$ cat config.mk
export PLATFORM = sky130hd
export DESIGN_NAME = id_ex_operand_stage
export DESIGN_NICKNAME = d
export VERILOG_FILES = /design/src/rtl/cpu_pkg.sv /design/src/rtl/id_ex_operand_stage_fwd_sel.sv /design/src/rtl/id_ex_operand_stage.sv
export SDC_FILE = /design/constraint.sdc
export NUM_CORES = 1
export LEC_CHECK = 0
export ABC_AREA = 0
export CORE_MARGIN = 3
export CORE_UTILIZATION = 49
export CTS_CLUSTER_SIZE = 12
export DETAILED_ROUTE_END_ITERATION = 10
export PLACE_DENSITY = 0.87
export SKIP_LAST_GASP = 1
export SLEW_MARGIN = 20
export SYNTH_ARGS = -nofsm -noshare
export SYNTH_HDL_FRONTEND = slang
export SYNTH_HIERARCHICAL = 1
export SYNTH_SLANG_ARGS = --single-unit
$ cat constraint.sdc
create_clock -name clk_i -period 4.5 [get_ports clk_i]
set_clock_uncertainty 0.05 [all_clocks]
set_input_delay 0.675 -clock clk_i [delete_from_list [all_inputs] [get_ports clk_i]]
set_output_delay 0.675 -clock clk_i [all_outputs]
set_load 0.05 [all_outputs]
$ cat src/rtl/cpu_pkg.sv
// Shared widths, ALU codes, forwarding selects and the ID/EX register layout.
package cpu_pkg;

    localparam int XLEN    = 32;
    localparam int RADDR_W = 5;
    localparam int CTRL_W  = 3;

    typedef enum logic [CTRL_W-1:0] {
        ALU_AND  = 3'b000,
        ALU_XOR  = 3'b001,
        ALU_SLL  = 3'b010,
        ALU_ADD  = 3'b011,
        ALU_SUB  = 3'b100,
        ALU_MUL  = 3'b101,
        ALU_ADDI = 3'b110,
        ALU_SRAI = 3'b111
    } alu_ctrl_e;

    typedef enum logic [1:0] {
        FWD_RF    = 2'd0,
        FWD_EXMEM = 2'd1,
        FWD_MEMWB = 2'd2
    } fwd_sel_e;

    // Everything the ID/EX register carries for one instruction.
    typedef struct packed {
        logic [XLEN-1:0]    rs1_data;
        logic [XLEN-1:0]    rs2_data;
        logic [XLEN-1:0]    imm;
        logic [RADDR_W-1:0] rs1;
        logic [RADDR_W-1:0] rs2;
        logic [RADDR_W-1:0] rd;
        logic [CTRL_W-1:0]  alu_ctrl;
        logic               alu_src;
        logic               reg_write;
        logic               mem_read;
        logic               mem_write;
        logic               mem_to_reg;
    } id_ex_t;

    // A bubble is an all-zero entry: no writes, rd x0, ALU op AND.
    localparam id_ex_t ID_EX_BUBBLE = '0;

    // A producer forwards only when it writes a non-x0 register matching the source.
    function automatic logic fwd_match(input logic               wr_en,
                                       input logic [RADDR_W-1:0] prod_rd,
                                       input logic [RADDR_W-1:0] src);
        return wr_en && (prod_rd != '0) && (prod_rd == src);
    endfunction

endpackage

$ cat src/rtl/id_ex_operand_stage_fwd_sel.sv
// Picks the freshest source for one operand; EX/MEM is newer than MEM/WB so it wins.
module fwd_sel
    import cpu_pkg::*;
(
    input  logic [RADDR_W-1:0] rs,
    input  logic               exmem_reg_write,
    input  logic [RADDR_W-1:0] exmem_rd,
    input  logic               memwb_reg_write,
    input  logic [RADDR_W-1:0] memwb_rd,
    output fwd_sel_e           sel
);

    // Priority select: EX/MEM, then MEM/WB, else register-file value.
    always_comb begin
        sel = FWD_RF;
        if (fwd_match(exmem_reg_write, exmem_rd, rs)) begin
            sel = FWD_EXMEM;
        end else if (fwd_match(memwb_reg_write, memwb_rd, rs)) begin
            sel = FWD_MEMWB;
        end
    end

endmodule

$ cat src/rtl/id_ex_operand_stage.sv
// ID/EX pipeline register with operand forwarding and load-use stall detection.
module id_ex_operand_stage
    import cpu_pkg::*;
(
    input  logic               clk_i,
    input  logic               rst_i,
    input  logic               stall_i,
    input  logic               flush_i,
    input  logic [XLEN-1:0]    id_rs1_data_i,
    input  logic [XLEN-1:0]    id_rs2_data_i,
    input  logic [XLEN-1:0]    id_imm_i,
    input  logic [RADDR_W-1:0] id_rs1_i,
    input  logic [RADDR_W-1:0] id_rs2_i,
    input  logic [RADDR_W-1:0] id_rd_i,
    input  logic [CTRL_W-1:0]  id_alu_ctrl_i,
    input  logic               id_alu_src_i,
    input  logic               id_reg_write_i,
    input  logic               id_mem_read_i,
    input  logic               id_mem_write_i,
    input  logic               id_mem_to_reg_i,
    input  logic               exmem_reg_write_i,
    input  logic [RADDR_W-1:0] exmem_rd_i,
    input  logic [XLEN-1:0]    exmem_result_i,
    input  logic               memwb_reg_write_i,
    input  logic [RADDR_W-1:0] memwb_rd_i,
    input  logic [XLEN-1:0]    memwb_data_i,
    output logic [XLEN-1:0]    data1_o,
    output logic [XLEN-1:0]    data2_o,
    output logic [CTRL_W-1:0]  alu_ctrl_o,
    output logic [XLEN-1:0]    store_data_o,
    output logic [RADDR_W-1:0] ex_rd_o,
    output logic               ex_reg_write_o,
    output logic               ex_mem_read_o,
    output logic               ex_mem_write_o,
    output logic               ex_mem_to_reg_o,
    output logic               hazard_o
);

    id_ex_t             id_ex_reg;
    id_ex_t             id_ex_next;
    id_ex_t             id_in;
    logic               load_use;
    logic [RADDR_W-1:0] src_addr [2];
    logic [XLEN-1:0]    rf_val   [2];
    logic [XLEN-1:0]    fwd_val  [2];
    fwd_sel_e           sel      [2];

    assign id_in = '{
        rs1_data:   id_rs1_data_i,
        rs2_data:   id_rs2_data_i,
        imm:        id_imm_i,
        rs1:        id_rs1_i,
        rs2:        id_rs2_i,
        rd:         id_rd_i,
        alu_ctrl:   id_alu_ctrl_i,
        alu_src:    id_alu_src_i,
        reg_write:  id_reg_write_i,
        mem_read:   id_mem_read_i,
        mem_write:  id_mem_write_i,
        mem_to_reg: id_mem_to_reg_i
    };

    // A load in EX whose destination feeds the instruction in ID needs one bubble.
    // Once the bubble enters EX mem_read is clear, so the request drops by itself.
    assign load_use = id_ex_reg.mem_read && (id_ex_reg.rd != '0) &&
                      ((id_ex_reg.rd == id_rs1_i) || (id_ex_reg.rd == id_rs2_i));
    assign hazard_o = load_use && !stall_i;

    // Next-entry select: external hold beats bubble insertion, which beats a normal load.
    always_comb begin
        id_ex_next = id_in;
        if (stall_i) begin
            id_ex_next = id_ex_reg;
        end else if (flush_i || load_use) begin
            id_ex_next = ID_EX_BUBBLE;
        end
    end

    // ID/EX register; reset empties the stage.
    always_ff @(posedge clk_i or negedge rst_i) begin
        if (!rst_i) begin
            id_ex_reg <= ID_EX_BUBBLE;
        end else begin
            id_ex_reg <= id_ex_next;
        end
    end

    assign src_addr[0] = id_ex_reg.rs1;
    assign src_addr[1] = id_ex_reg.rs2;
    assign rf_val[0]   = id_ex_reg.rs1_data;
    assign rf_val[1]   = id_ex_reg.rs2_data;

    // One forwarding selector and operand mux per source register.
    for (genvar gi = 0; gi < 2; gi++) begin : g_fwd
        fwd_sel u_fwd_sel (
            .rs              (src_addr[gi]),
            .exmem_reg_write (exmem_reg_write_i),
            .exmem_rd        (exmem_rd_i),
            .memwb_reg_write (memwb_reg_write_i),
            .memwb_rd        (memwb_rd_i),
            .sel             (sel[gi])
        );

        assign fwd_val[gi] = (sel[gi] == FWD_EXMEM) ? exmem_result_i :
                             (sel[gi] == FWD_MEMWB) ? memwb_data_i   :
                                                      rf_val[gi];
    end

    // The immediate goes through untouched; shift ops take their amount from its low bits.
    assign data1_o         = fwd_val[0];
    assign store_data_o    = fwd_val[1];
    assign data2_o         = id_ex_reg.alu_src ? id_ex_reg.imm : fwd_val[1];
    assign alu_ctrl_o      = id_ex_reg.alu_ctrl;
    assign ex_rd_o         = id_ex_reg.rd;
    assign ex_reg_write_o  = id_ex_reg.reg_write;
    assign ex_mem_read_o   = id_ex_reg.mem_read;
    assign ex_mem_write_o  = id_ex_reg.mem_write;
    assign ex_mem_to_reg_o = id_ex_reg.mem_to_reg;

endmodule

==> impl_metrics.yaml <==
grt:
  grt-ovfl-total: 0
  use_met3: 0.0769
  antenna_found_initial: 5
  grt_use_met2: 0.563
  gr-usage-all-layers: 0.339
  grt_max_degree: 239
  grt_pass1_wl_mm: 49.3
  grt_use_met1: 0.409
  grt_busiest_layer: "met2"
  grt_pass1_vias: 8895
die:
  start_util: 0.510
  core_area_um2: 16200
  die_h_um: 136
  die_area_um2: 18400
  die_w_um: 136
  num_io_pins: 308
  rows: 46
clock_network:
  hold_buffers: 0
  cts-root-buf: "clkbuf_16"
  cts.path.max_buffers: 2
  cts.sinks: 119
  cts_setup_buffers: 0
  insertion_delay_ns: 0.41
  cts.reportedPaths.clkPinSlew_ns: 0.06
  cts_buffers: 17
  cts_tree: "built"
  ctsHtreeMaxLevel: 4
  cts_resized: 0
yosys:
  avgSynthCellArea_um2: 8.83
  ys_async_sr_fraction: 1.00
  synth-seq-cells: 119
  yosys.area.top_type_share: 0.361
  syn_area_um2: 8250
  yosysSeqAreaShare: 0.361
  synth_area_leaders: "dfrtp_1 (36%), a32oi_1 (13%), mux2i_1 (7.8%), o21ai_1 (7.2%), a211oi_1 (5.8%)"
  synth_common_cells: "nand2_1 (125), a32oi_1 (119), dfrtp_1 (119), o21ai_1 (119), clkbuf_1 (77)"
  yosys_warnings: 6
  synth.most_common_cell: "nand2_1"
  syn-instance-count: 934
  synth_edf_count: 0
  syn-num-nets: 1133
  yosys.area.top_type: "dfrtp_1"
  ys_types: 27
  synth-main-ff-cell: "dfrtp_1"
timing:
  min_period_over_period: 0.958
  tightest_slew_ns: 1.00
  tns_ns: 0
  layout_setup_ws_ns: 0.191
  max_freq_mhz: 232
  final-hold-violation-count: 0
  rsz0062_at_grt: "false"
  layout_min_cycle_time_ns: 4.31
  setup_violations: 0
  maxSlewHeadroom: 0.331
  drv_slew: 0
final_layout:
  instances_no_fill: 1397
  largest_reg_flops: 107
  fin_util: 0.800
  synthToLayoutAreaGrowth_pct: 56.8
  fin_area_um2: 12900
  drive_gt1_frac: 0.159
  fillers: 991
  nets: 1363
drt:
  wirelength_mm: 32.1
  drc: 0
  dr.pass1.iters: 5
  viasPerCell: 6.48
  wl_per_cell_um: 23.0
  postRouteAntennaNets: 0
  routed-via-count: 9056
  drt_iter0_markers: 831
job:
  drv_cap: 0
place:
  dp_slack_ns: 0.282
  gp_congestion: 0.902
  io_buffers: 307
  placed_cell_area_um2: 12200
  dp_cells: 1361
  dp_hpwl_mm: 21.8
worst_setup_path:
  critPathCaptureType: "primary output"
  critPathArrivalTime_ns: 3.58
  crit_fanout: 66
  cp-start-kind: "primary input"
  crit_required_ns: 3.77
  critPathKind: "in -> out"
hold_path:
  hp-class: "in -> async"
power_and_ir_drop:
  power_leakage_nw: 4.84
  p_per_area_nw_per_um2: 434
  irDropWorstVdd_uv: 319
outcome:
  status: "completed"
cell usage in the layout, fill, tap and decap left out, types with 3 or more instances in the layout:
master,n
clkdlybuf4s50_1,208
nand2_1,125
a32oi_1,119
o21ai_1,119
dfrtp_1,119
buf_12,99
a21oi_1,66
mux2i_1,64
nor2b_1,64
a211oi_1,64
mux2_2,32
xnor2_1,20
clkbuf_16,17
buf_4,14
bufinv_16,7
nand3_1,6
xor2_1,6
diode_2,4
clkinvlp_4,4
nor3_1,4
clkbuf_8,3
final cells by class:
cell class	count	area [um2]	share of cell area
multi-input cells	704	4780	0.370
repair buffers	322	4180	0.323
clock buffers	20	467	0.0361
diodes	4	10.0	0.000774
well taps	216	270	0.0209
flip-flops and latches	119	2980	0.230
clock inverters	12	245	0.0190
routing by layer:
layer	part of all wire	wire length [um]
met5	0.00053	17
met1	0.37	11800
met2	0.50	16000
met4	0.049	1590
met3	0.084	2710
critical path, stage by stage:
cell	delay [ns]
clkdlybuf4s50_1	0.53
o41ai_2	0.49
a211oi_4	0.14
nor3_4	0.28
buf_12	0.33
nor2b_1	0.11
a211oi_1	0.31
a21oi_1	0.15
mux2_2	0.36
buf_12	0.15
path summary, 6_finish.rpt:
path | start | to | slack, ns | depth (start not counted)
min in group clk_i | id_ex_reg[41] | id_ex_reg[41] | 0.45 | 2
max reg2reg | ex_rd_o[0] | id_ex_reg[97] | 1.83 | 6
max in group asynchronous | rst_i | id_ex_reg[69] | 3.29 | 2
max | exmem_rd_i[0] | data2_o[12] | 0.19 | 10
min | rst_i | alu_ctrl_o[1] | 0.25 | 1
min reg2reg | id_ex_reg[41] | id_ex_reg[41] | 0.45 | 2
logic make-up (layout without fill, tap and decap cells):
family                    after synthesis  after routing  synth area share
buffers and inverters                 111            354            0.0660
and+or+nand+nor                       208            208             0.119
muxes                                  96             96             0.121
xor gates and xnor gates               26             26            0.0276
AOI/OAI and AO/OA                     374            374             0.306
other                                   0              4                 0
DFF                                   119            119             0.361
power breakdown:
| group | internal, mW | switching [mW] | total, mW |
|---|---|---|---|
| sequential | 1.23 | 0.153 | 1.38 |
| combinational | 1.17 | 1.43 | 2.59 |
| clock | 1.14 | 0.505 | 1.64 |
| total | 3.53 | 2.09 | 5.62 |
metrics by stage:
step	power, mW	hold slack [ns]
2_1_floorplan	2.72	0.329
3_3_place_gp	3.91	0.421
3_5_place_dp	3.97	0.428
4_1_cts	5.62	0.415
5_1_grt	5.81	0.296
6_report	5.62	0.255
No activity file was read; power rests on OpenSTA's default activity.
